**config.mk**
```make
export PLATFORM = sky130hd
export DESIGN_NAME = soc_wb2sram_bridge_flat
export DESIGN_NICKNAME = d
export VERILOG_FILES = /design/src/rtl/soc_wb_pkg.sv /design/src/rtl/soc_wb2sram_bridge_if.sv /design/src/rtl/soc_wb_burst_addr.sv /design/src/rtl/soc_wb2sram_bridge.sv /design/src/flat_wrapper.sv
export SDC_FILE = /design/constraint.sdc
export NUM_CORES = 1
export LEC_CHECK = 0
export ABC_AREA = 0
export BUFFER_PORTS_ARGS = -buffer_cell sky130_fd_sc_hd__buf_2
export CORE_MARGIN = 3
export CORE_UTILIZATION = 40
export DETAILED_ROUTE_END_ITERATION = 16
export GPL_ROUTABILITY_DRIVEN = 1
export PLACE_DENSITY = 0.77
export SYNTH_ARGS = -nofsm -noshare
export SYNTH_HDL_FRONTEND = slang
export SYNTH_SLANG_ARGS = --single-unit
```
**constraint.sdc**
```tcl
create_clock -name clk -period 2.96 [get_ports clk]
set_clock_uncertainty 0.15 [all_clocks]
set_input_delay 0.592 -clock clk [delete_from_list [all_inputs] [get_ports clk]]
set_output_delay 0.592 -clock clk [all_outputs]
set_load 0.02 [all_outputs]
```
**src/rtl/soc_wb_pkg.sv**
```systemverilog
// Shared Wishbone B3 constants and types for the SoC bus slaves.
package soc_wb_pkg;

  localparam logic [2:0] CTI_CLASSIC = 3'b000;
  localparam logic [2:0] CTI_INCR    = 3'b010;
  localparam logic [2:0] CTI_EOB     = 3'b111;

  localparam logic [1:0] BTE_LINEAR  = 2'b00;
  localparam logic [1:0] BTE_WRAP4   = 2'b01;
  localparam logic [1:0] BTE_WRAP8   = 2'b10;
  localparam logic [1:0] BTE_WRAP16  = 2'b11;

  typedef enum logic [0:0] {
    StIdle,
    StRburst
  } wb_bridge_state_e;

  // Beats per wrap block; 0 means linear (no wrap).
  function automatic int unsigned bte_beats(input logic [1:0] bte);
    case (bte)
      BTE_WRAP4:  return 4;
      BTE_WRAP8:  return 8;
      BTE_WRAP16: return 16;
      default:    return 0;
    endcase
  endfunction

endpackage

```
**src/rtl/soc_wb2sram_bridge_if.sv**
```systemverilog
// Wishbone B3 slave-side bundle used by the WB-to-SRAM bridge.
interface soc_wb2sram_bridge_if #(
  parameter int unsigned AW = 32,
  parameter int unsigned DW = 32
) ();
  localparam int unsigned SW = DW / 8;

  logic [AW-1:0] wb_adr_i;
  logic [DW-1:0] wb_dat_i;
  logic [SW-1:0] wb_sel_i;
  logic          wb_we_i;
  logic          wb_cyc_i;
  logic          wb_stb_i;
  logic [2:0]    wb_cti_i;
  logic [1:0]    wb_bte_i;
  logic [DW-1:0] wb_dat_o;
  logic          wb_ack_o;
  logic          wb_err_o;
  logic          wb_rty_o;

  modport slave (
    input  wb_adr_i, wb_dat_i, wb_sel_i, wb_we_i, wb_cyc_i, wb_stb_i, wb_cti_i, wb_bte_i,
    output wb_dat_o, wb_ack_o, wb_err_o, wb_rty_o
  );

  modport master (
    output wb_adr_i, wb_dat_i, wb_sel_i, wb_we_i, wb_cyc_i, wb_stb_i, wb_cti_i, wb_bte_i,
    input  wb_dat_o, wb_ack_o, wb_err_o, wb_rty_o
  );
endinterface

```
**src/rtl/soc_wb_burst_addr.sv**
```systemverilog
// Next beat address of a Wishbone incrementing burst: a + SW, wrapped inside an
// aligned 4/8/16-beat block according to BTE.
module soc_wb_burst_addr
  import soc_wb_pkg::*;
#(
  parameter int unsigned AW = 32,
  parameter int unsigned SW = 4
) (
  input  logic [AW-1:0] addr_i,
  input  logic [1:0]    bte_i,
  output logic [AW-1:0] next_o
);

  logic [AW-1:0] inc;
  logic [AW-1:0] mask;

  // Linear gives 0 beats, so the mask underflows to all ones and nothing wraps.
  always_comb begin
    inc    = addr_i + AW'(SW);
    mask   = AW'(bte_beats(bte_i) * SW) - AW'(1);
    next_o = (addr_i & ~mask) | (inc & mask);
  end

endmodule

```
**src/rtl/soc_wb2sram_bridge.sv**
```systemverilog
// Wishbone B3 slave to single-port SRAM bridge: one wait state for classic cycles,
// one beat per clock for incrementing read bursts, error on out-of-range addresses.
module soc_wb2sram_bridge
  import soc_wb_pkg::*;
#(
  parameter int unsigned AW            = 32,
  parameter int unsigned DW            = 32,
  parameter int unsigned MEM_SIZE_BYTE = 32'h8000,
  localparam int unsigned SW           = DW / 8,
  localparam int unsigned WORD_AW      = AW - $clog2(SW)
) (
  input  logic               clk,
  input  logic               rst,
  soc_wb2sram_bridge_if.slave wb,
  output logic               sram_ce,
  output logic               sram_we,
  output logic               sram_oe,
  output logic [WORD_AW-1:0] sram_waddr,
  output logic [DW-1:0]      sram_din,
  output logic [SW-1:0]      sram_sel,
  input  logic [DW-1:0]      sram_dout
);

  localparam int unsigned   OffW     = $clog2(SW);
  localparam logic [AW-1:0] MemLimit = AW'(MEM_SIZE_BYTE);

  wb_bridge_state_e state_q, state_d;
  logic             ack_q, ack_d;
  logic             err_q, err_d;
  logic [AW-1:0]    cnt_q, cnt_d;
  logic [AW-1:0]    exp_q, exp_d;

  logic          req;
  logic          adr_oor;
  logic          cnt_oor;
  logic          burst_go;
  logic          issue;
  logic [AW-1:0] issue_addr;
  logic [AW-1:0] nxt_src;
  logic [AW-1:0] nxt_addr;

  assign req      = wb.wb_cyc_i & wb.wb_stb_i & ~ack_q & ~err_q & ~rst;
  assign adr_oor  = wb.wb_adr_i >= MemLimit;
  assign cnt_oor  = cnt_q >= MemLimit;
  assign nxt_src  = (state_q == StRburst) ? cnt_q : wb.wb_adr_i;

  // exp_q holds the address of the beat being acked; the master must still present it.
  assign burst_go = ack_q & wb.wb_cyc_i & wb.wb_stb_i & ~wb.wb_we_i & ~rst &
                    (wb.wb_cti_i != CTI_EOB) & (wb.wb_adr_i == exp_q) & ~cnt_oor;

  soc_wb_burst_addr #(
    .AW (AW),
    .SW (SW)
  ) u_burst_addr (
    .addr_i (nxt_src),
    .bte_i  (wb.wb_bte_i),
    .next_o (nxt_addr)
  );

  always_comb begin
    state_d    = state_q;
    ack_d      = 1'b0;
    err_d      = 1'b0;
    cnt_d      = cnt_q;
    exp_d      = exp_q;
    issue      = 1'b0;
    issue_addr = wb.wb_adr_i;
    unique case (state_q)
      StIdle: begin
        if (req) begin
          if (adr_oor) begin
            err_d = 1'b1;
          end else begin
            issue = 1'b1;
            ack_d = 1'b1;
            exp_d = wb.wb_adr_i;
            if (!wb.wb_we_i && wb.wb_cti_i == CTI_INCR) begin
              state_d = StRburst;
              cnt_d   = nxt_addr;
            end
          end
        end
      end
      StRburst: begin
        if (burst_go) begin
          issue      = 1'b1;
          issue_addr = cnt_q;
          ack_d      = 1'b1;
          exp_d      = cnt_q;
          cnt_d      = nxt_addr;
        end else begin
          state_d = StIdle;
        end
      end
      default: state_d = StIdle;
    endcase
    if (!wb.wb_cyc_i) begin
      state_d = StIdle;
    end
  end

  always_ff @(posedge clk or posedge rst) begin
    if (rst) begin
      state_q <= StIdle;
      ack_q   <= 1'b0;
      err_q   <= 1'b0;
      cnt_q   <= '0;
      exp_q   <= '0;
    end else begin
      state_q <= state_d;
      ack_q   <= ack_d;
      err_q   <= err_d;
      cnt_q   <= cnt_d;
      exp_q   <= exp_d;
    end
  end

  assign sram_ce    = issue;
  assign sram_we    = issue & wb.wb_we_i;
  assign sram_oe    = sram_ce & ~sram_we;
  assign sram_waddr = WORD_AW'(issue_addr >> OffW);
  assign sram_din   = wb.wb_dat_i;
  assign sram_sel   = wb.wb_sel_i;

  assign wb.wb_dat_o = sram_dout;
  assign wb.wb_ack_o = ack_q;
  assign wb.wb_err_o = err_q;
  assign wb.wb_rty_o = 1'b0;

endmodule
```
**src/flat_wrapper.sv**
```systemverilog
// flat-port wrapper written by rule: the top's interface ports become plain ports
module soc_wb2sram_bridge_flat import soc_wb_pkg::*;
#(
  parameter int unsigned AW            = 32,
  parameter int unsigned DW            = 32,
  parameter int unsigned MEM_SIZE_BYTE = 32'h8000,
  localparam int unsigned SW           = DW / 8,
  localparam int unsigned WORD_AW      = AW - $clog2(SW)
)
  (clk, rst, sram_ce, sram_we, sram_oe, sram_waddr, sram_din, sram_sel, sram_dout, wb_wb_adr_i, wb_wb_dat_i, wb_wb_sel_i, wb_wb_we_i, wb_wb_cyc_i, wb_wb_stb_i, wb_wb_cti_i, wb_wb_bte_i, wb_wb_dat_o, wb_wb_ack_o, wb_wb_err_o, wb_wb_rty_o);
  soc_wb2sram_bridge_if #(.AW(AW), .DW(DW)) wb_i ();
  input  logic clk;
  input  logic rst;
  output logic sram_ce;
  output logic sram_we;
  output logic sram_oe;
  output logic [WORD_AW-1:0] sram_waddr;
  output logic [DW-1:0] sram_din;
  output logic [SW-1:0] sram_sel;
  input  logic [DW-1:0] sram_dout;
  input wire logic [$bits(wb_i.wb_adr_i)-1:0] wb_wb_adr_i;
  input wire logic [$bits(wb_i.wb_dat_i)-1:0] wb_wb_dat_i;
  input wire logic [$bits(wb_i.wb_sel_i)-1:0] wb_wb_sel_i;
  input wire logic [$bits(wb_i.wb_we_i)-1:0] wb_wb_we_i;
  input wire logic [$bits(wb_i.wb_cyc_i)-1:0] wb_wb_cyc_i;
  input wire logic [$bits(wb_i.wb_stb_i)-1:0] wb_wb_stb_i;
  input wire logic [$bits(wb_i.wb_cti_i)-1:0] wb_wb_cti_i;
  input wire logic [$bits(wb_i.wb_bte_i)-1:0] wb_wb_bte_i;
  output wire logic [$bits(wb_i.wb_dat_o)-1:0] wb_wb_dat_o;
  output wire logic [$bits(wb_i.wb_ack_o)-1:0] wb_wb_ack_o;
  output wire logic [$bits(wb_i.wb_err_o)-1:0] wb_wb_err_o;
  output wire logic [$bits(wb_i.wb_rty_o)-1:0] wb_wb_rty_o;
  assign wb_i.wb_adr_i = wb_wb_adr_i;
  assign wb_i.wb_dat_i = wb_wb_dat_i;
  assign wb_i.wb_sel_i = wb_wb_sel_i;
  assign wb_i.wb_we_i = wb_wb_we_i;
  assign wb_i.wb_cyc_i = wb_wb_cyc_i;
  assign wb_i.wb_stb_i = wb_wb_stb_i;
  assign wb_i.wb_cti_i = wb_wb_cti_i;
  assign wb_i.wb_bte_i = wb_wb_bte_i;
  assign wb_wb_dat_o = wb_i.wb_dat_o;
  assign wb_wb_ack_o = wb_i.wb_ack_o;
  assign wb_wb_err_o = wb_i.wb_err_o;
  assign wb_wb_rty_o = wb_i.wb_rty_o;
  soc_wb2sram_bridge #(.AW(AW), .DW(DW), .MEM_SIZE_BYTE(MEM_SIZE_BYTE)) u_core (.clk(clk), .rst(rst), .wb(wb_i), .sram_ce(sram_ce), .sram_we(sram_we), .sram_oe(sram_oe), .sram_waddr(sram_waddr), .sram_din(sram_din), .sram_sel(sram_sel), .sram_dout(sram_dout));
endmodule
```
Word-level counts from Yosys, hierarchy flattened:

Index checks and enable logic that the tools add are counted.

* register bits after elaboration: 67
* input bits: 110
* output and inout port bits: 104
* word-level logic and storage cells: 72

* $add $sub $neg: 2
* order comparisons: 2
* equal/unequal tests: 10
* mux-type cells: 25
* bitwise operators: 24
* reduce and logical (&&, ||, !) cells: 4

Operator list (number)
* $mux 32: 10
* $pmux 32 s2: 2
* $and 32x32->32: 2
* $ge 32x16->1 const B: 2
* $add 32x3->32 const B: 1
* $eq 32x32->1: 1
* $not 32->32: 1
* $or 32x32->32: 1
* $sub 32x1->32 const B: 1
* $pmux 5 s3: 1
* $and 1x1->1: 13
* $mux 1: 10
* $not 1->1: 7
* $eq 2x2->1 const B: 2
* $ne 2x1->1 const B: 2
* $ne 2x2->1 const B: 2
* $pmux 1 s2: 2
* $reduce_and 4->1: 1
* $eq 3x2->1 const B: 1
* $ne 3x3->1 const B: 1
* $reduce_and 3->1: 1
* $eq 2x1->1 const B: 1
* $logic_and 1x1->1: 1
* $logic_not 1->1: 1

Longest topological paths before layout:

* word-level depth: 12
* gate-level depth with buffers: 10
* depth with buffers taken out: 8

Cells and area by module:

A second synthesis with hierarchy kept.

* cells, all modules: 457
* area, all modules: 4849.7 um2

By module, submodules not included
* soc_wb2sram_bridge: instances 1, cells an instance 371, area each 4221.5 um2, sequential area each 1676.6 um2
* soc_wb_burst_addr: instances 1, cells an instance 86, area each 628.1 um2, sequential area each 0.0 um2

Worst setup path after synthesis:

No wires, ideal clock.

* path kind: input to output
* from: input wb_wb_we_i
* to: output sram_we
* arrival: 2.677 ns
* required time: 2.218 ns
* setup slack: -0.459 ns
* cell stages on the path: 9
* path buffers: 2
* path through: nor4_1 -> nand4_1 -> or4_1 -> or3_1 -> buf_2 -> and2_1 -> buf_2 -> inv_2 -> and2_1

* longest elaborated chain between the ends: 9

Ends and longest elaborated chain
* from (decl): RTL line flat_wrapper.sv:24 `input wire logic [$bits(wb_i.wb_we_i)-1:0] wb_wb_we_i;`
* $not 1->1: RTL line soc_wb2sram_bridge.sv:48 `assign burst_go = ack_q & wb.wb_cyc_i & wb.wb_stb_i & ~wb.wb_we_i & ~rst &`
* $and 1x1->1 (3 in series): RTL line soc_wb2sram_bridge.sv:48
* $and 1x1->1 (2 in series): RTL line soc_wb2sram_bridge.sv:49 `(wb.wb_cti_i != CTI_EOB) & (wb.wb_adr_i == exp_q) & ~cnt_oor;`
* $mux 1: RTL line soc_wb2sram_bridge.sv:85 `if (burst_go) begin`
* $pmux 1 s2: RTL line soc_wb2sram_bridge.sv:68 `unique case (state_q)`
* named net sram_ce: RTL line flat_wrapper.sv:14 `output logic sram_ce;`
* $and 1x1->1: RTL line soc_wb2sram_bridge.sv:119 `assign sram_we = issue & wb.wb_we_i;`
* to (decl): RTL line flat_wrapper.sv:15 `output logic sram_we;`

The timed path passes the listed nets, and every way through them passes these cells.

Worst setup path in the final report:

* from: register u_core.cnt_q[21]
* to: output sram_waddr[1]

* longest elaborated chain between the ends: 5

Ends and longest elaborated chain
* from (decl): RTL line soc_wb2sram_bridge.sv:30 `logic [AW-1:0] cnt_q, cnt_d;`
* from (signal assigned): RTL line soc_wb2sram_bridge.sv:113 `cnt_q <= cnt_d;`
* $ge 32x16->1: RTL line soc_wb2sram_bridge.sv:44 `assign cnt_oor = cnt_q >= MemLimit;`
* $not 1->1: RTL line soc_wb2sram_bridge.sv:49
* $and 1x1->1: RTL line soc_wb2sram_bridge.sv:49
* $mux 32: RTL line soc_wb2sram_bridge.sv:85
* $mux 32: RTL line soc_wb2sram_bridge.sv:68
* to (decl): RTL line flat_wrapper.sv:17 `output logic [WORD_AW-1:0] sram_waddr;`

Every way passes these cells.

==> results.sh <==
export IMPL_tns_ns=-16.93
export IMPL_drive_gt1_frac=0.424
export IMPL_power_frac_comb=0.135
export IMPL_yosysWarnings=0
export IMPL_clk_pin_slew_worst_paths_ns=0.05
export IMPL_crit_required_ns=2.22
export IMPL_powerDensity_nw_per_um2=376
export IMPL_fin_crit_sh=1.20
export IMPL_clockRootBuffer="clkbuf_16"
export IMPL_wl_um=14000
export IMPL_antennaDiodeCount=0
export IMPL_route_detailed_wl_per_inst_um=19.9
export IMPL_async_reset_ff_frac=1.00
export IMPL_p_sw_frac=0.263
export IMPL_avgSynthCellArea_um2=9.19
export IMPL_antenna_found_initial=0
export IMPL_track_usage=0.210
export IMPL_max_freq_mhz=282
export IMPL_power_total_uw=2190
export IMPL_die_area_um2=12700
export IMPL_cts_sink_count=67
export IMPL_placed_cell_area_um2=5090
export IMPL_synth_nets=610
export IMPL_maxSlewHeadroom=0.580
export IMPL_setup_slack_ns=-0.590
export IMPL_p_leak_uw=0.00287
export IMPL_critical_path_class="reg2out"
export IMPL_cp_max_fo=5
export IMPL_core_area_um2=11000
export IMPL_fin_nets=674
export IMPL_dp_hpwl_um=9760
export IMPL_design_area_um2=5840
export IMPL_ys_seq_area_frac=0.367
export IMPL_fillCellCount=884
export IMPL_cts_buffers=9
export IMPL_ys_ff_latch=67
export IMPL_violations="negative setup slack"
export IMPL_gp_congestion=0.939
export IMPL_avgViaCountPerCell=5.76
export IMPL_grt_pass1_wl_um=21100
export IMPL_cp_start_kind="register"
export IMPL_ios=214
export IMPL_drt_first_pass_iters=5
export IMPL_area_growth_pct=27.8
export IMPL_num_vias=4068
export IMPL_die_y_um=113
export IMPL_fin_crit_ns=3.55
export IMPL_ant_nets=0
export IMPL_setup_worst_path_end_class="output port"
export IMPL_setup_viol=34
export IMPL_synth_top_area_frac=0.367
export IMPL_seqPwrFrac=0.418
export IMPL_hold_slack_ns=0.307
export IMPL_die_w_um=113
export IMPL_start_util=0.416
export IMPL_drt_initial_drc_count=410
export IMPL_ir_worst_vdd_v=0.000286
export IMPL_yosysTopAreaCell="dfrtp_1"
export IMPL_synth_cell_types=54
export IMPL_clockBufferDepth=2
export IMPL_p_clk_frac=0.447
export IMPL_drc=0
export IMPL_insertion_delay_ns=0.34
export IMPL_cts_tree="built"
export IMPL_tightest_slew_ns=0.628
export IMPL_yosysMostFrequentCell="buf_4"
export IMPL_critPathArrivalTime_ns=2.81
export IMPL_yosys_top_cells_area="dfrtp_1 (37%), buf_4 (12%), xor2_1 (6.7%), and3_1 (5.2%), mux2_1 (3.2%)"
export IMPL_switchingPower_uw=578
export IMPL_grt_max_degree=55
export IMPL_rsz0062_at_grt="yes"
export IMPL_h_tree_depth=3
export IMPL_outcome="finished, violations left"
export IMPL_dp_slack_ns=-0.570
export IMPL_postCtsHoldBufs=0
export IMPL_syn_inst=497
export IMPL_hold_path_class="in2async"
export IMPL_grt_ovfl_total=0
export IMPL_drv_slew=0
export IMPL_netlist_area_um2=4570
export IMPL_synthTopCellsByCount="buf_4 (71), dfrtp_1 (67), and3_1 (38)"
export IMPL_port_buffers=76
export IMPL_internal_power_uw=1620
export IMPL_synth_edf_count=0
export IMPL_grt_pass1_vias=4073
export IMPL_finalHoldViolCount=0
export IMPL_rows=38
export IMPL_cap_violations=0
export IMPL_synth_top_flop_cell="dfrtp_1"
[cell type report]
cell class	instances	area, um2	share of cell area
inverter	12	50.0	0.00857
timing repair buffer	152	1130	0.193
sequential	67	1680	0.287
multi-input combinational	319	2540	0.435
clock buffer	10	229	0.0392
clock inverter	6	41.3	0.00707
tap	140	175	0.0300
[timing repair]
action,CTS,global route
pin swaps,12,19
setup buffers,6,6
endpoints found under the hold margin,0,0
resized for setup,46,35
gates cloned,1,1
setup endpoints to repair,35,42
[flip-flops by register name, summed over array words and instances (netlist names)]
name and count:
u_core.wb.wb_err_o 1, u_core.wb.wb_ack_o 1, u_core.cnt_q 32, u_core.state_q 1
u_core.exp_q 32
[final timing paths]
check | start | to | slack, ns | cells past startpoint
hold reg to reg | u_core.cnt_q[0] | u_core.cnt_q[0] | 0.34 | 1
setup reg to reg | u_core.cnt_q[21] | u_core.cnt_q[12] | -0.09 | 10
max in group asynchronous | rst | u_core.exp_q[7] | 1.69 | 4
setup / recovery | u_core.cnt_q[21] | sram_waddr[1] | -0.59 | 7
min in group clk | u_core.cnt_q[0] | u_core.cnt_q[0] | 0.34 | 1
hold / removal | rst | u_core.wb.wb_err_o | 0.31 | 3
[cell usage in the layout (no fill, tap or decap), types with 4 or more instances in the layout]
cell type,n
a21oi_1,6
nand3b_1,4
o21ai_4,4
mux2i_1,8
clkbuf_16,10
nand3_1,22
xor2_2,5
inv_1,10
nor3_1,11
buf_6,20
buf_4,62
nor4_1,12
o21ai_1,7
xnor2_1,9
and2_4,19
nor2_1,7
nand4_1,9
mux2_2,11
nand2_4,4
buf_2,64
nand2_2,6
a211oi_1,13
o21ai_0,8
dfrtp_1,67
nor4_4,4
xor2_1,30
nor4_2,5
mux2_1,10
and3_1,38
nand2_1,16
[routing by layer]
| metal | wire (um) | part of all wire | vias up | track usage |
|---|---|---|---|---|
| met2 | 6980 | 0.50 | 193 | 0.352 |
| met4 | 650 | 0.046 | 0 | 0.116 |
| met3 | 922 | 0.066 | 64 | 0.0380 |
| met5 | 0 | 0 | - | 0 |
| met1 | 5480 | 0.39 | 2002 | 0.254 |
| li1 | - | - | 1809 | - |
[power by group through the flow]
stage | clock (uW) | combinational, uW | sequential [uW]
after CTS | 992 | 283 | 917
after floorplan | 0 | 263 | 934
after detailed placement | 0 | 269 | 934
after global placement | 0 | 264 | 934
final | 980 | 297 | 917
after global routing | 1030 | 318 | 917
[critical path, stage by stage, from the launching register on]
cell,delay [ns]
dfrtp_1,0.38
nor4_2,0.32
nand4_1,0.20
or4_4,0.57
or3_4,0.40
buf_12,0.17
mux2_2,0.28
buf_6,0.14
[kinds of logic after synthesis]
family,after synthesis,synth area share
AO/OA/AOI/OAI,60,0.0890
XOR/XNOR,44,0.0843
adder cells (fa/ha/maj),3,0.00822
buffers and inverters,111,0.150
flip-flops,67,0.367
multiplexers,29,0.0693
other,1,0.000821
AND/OR/NAND/NOR,182,0.231
[per-stage QoR]
step	std cells	utilization
6_report	706	0.532
4_1_cts	699	0.509
2_1_floorplan	497	-
3_5_place_dp	676	0.464
3_3_place_gp	676	0.464
5_1_grt	706	0.532
No activity file was read; power rests on OpenSTA's default activity.
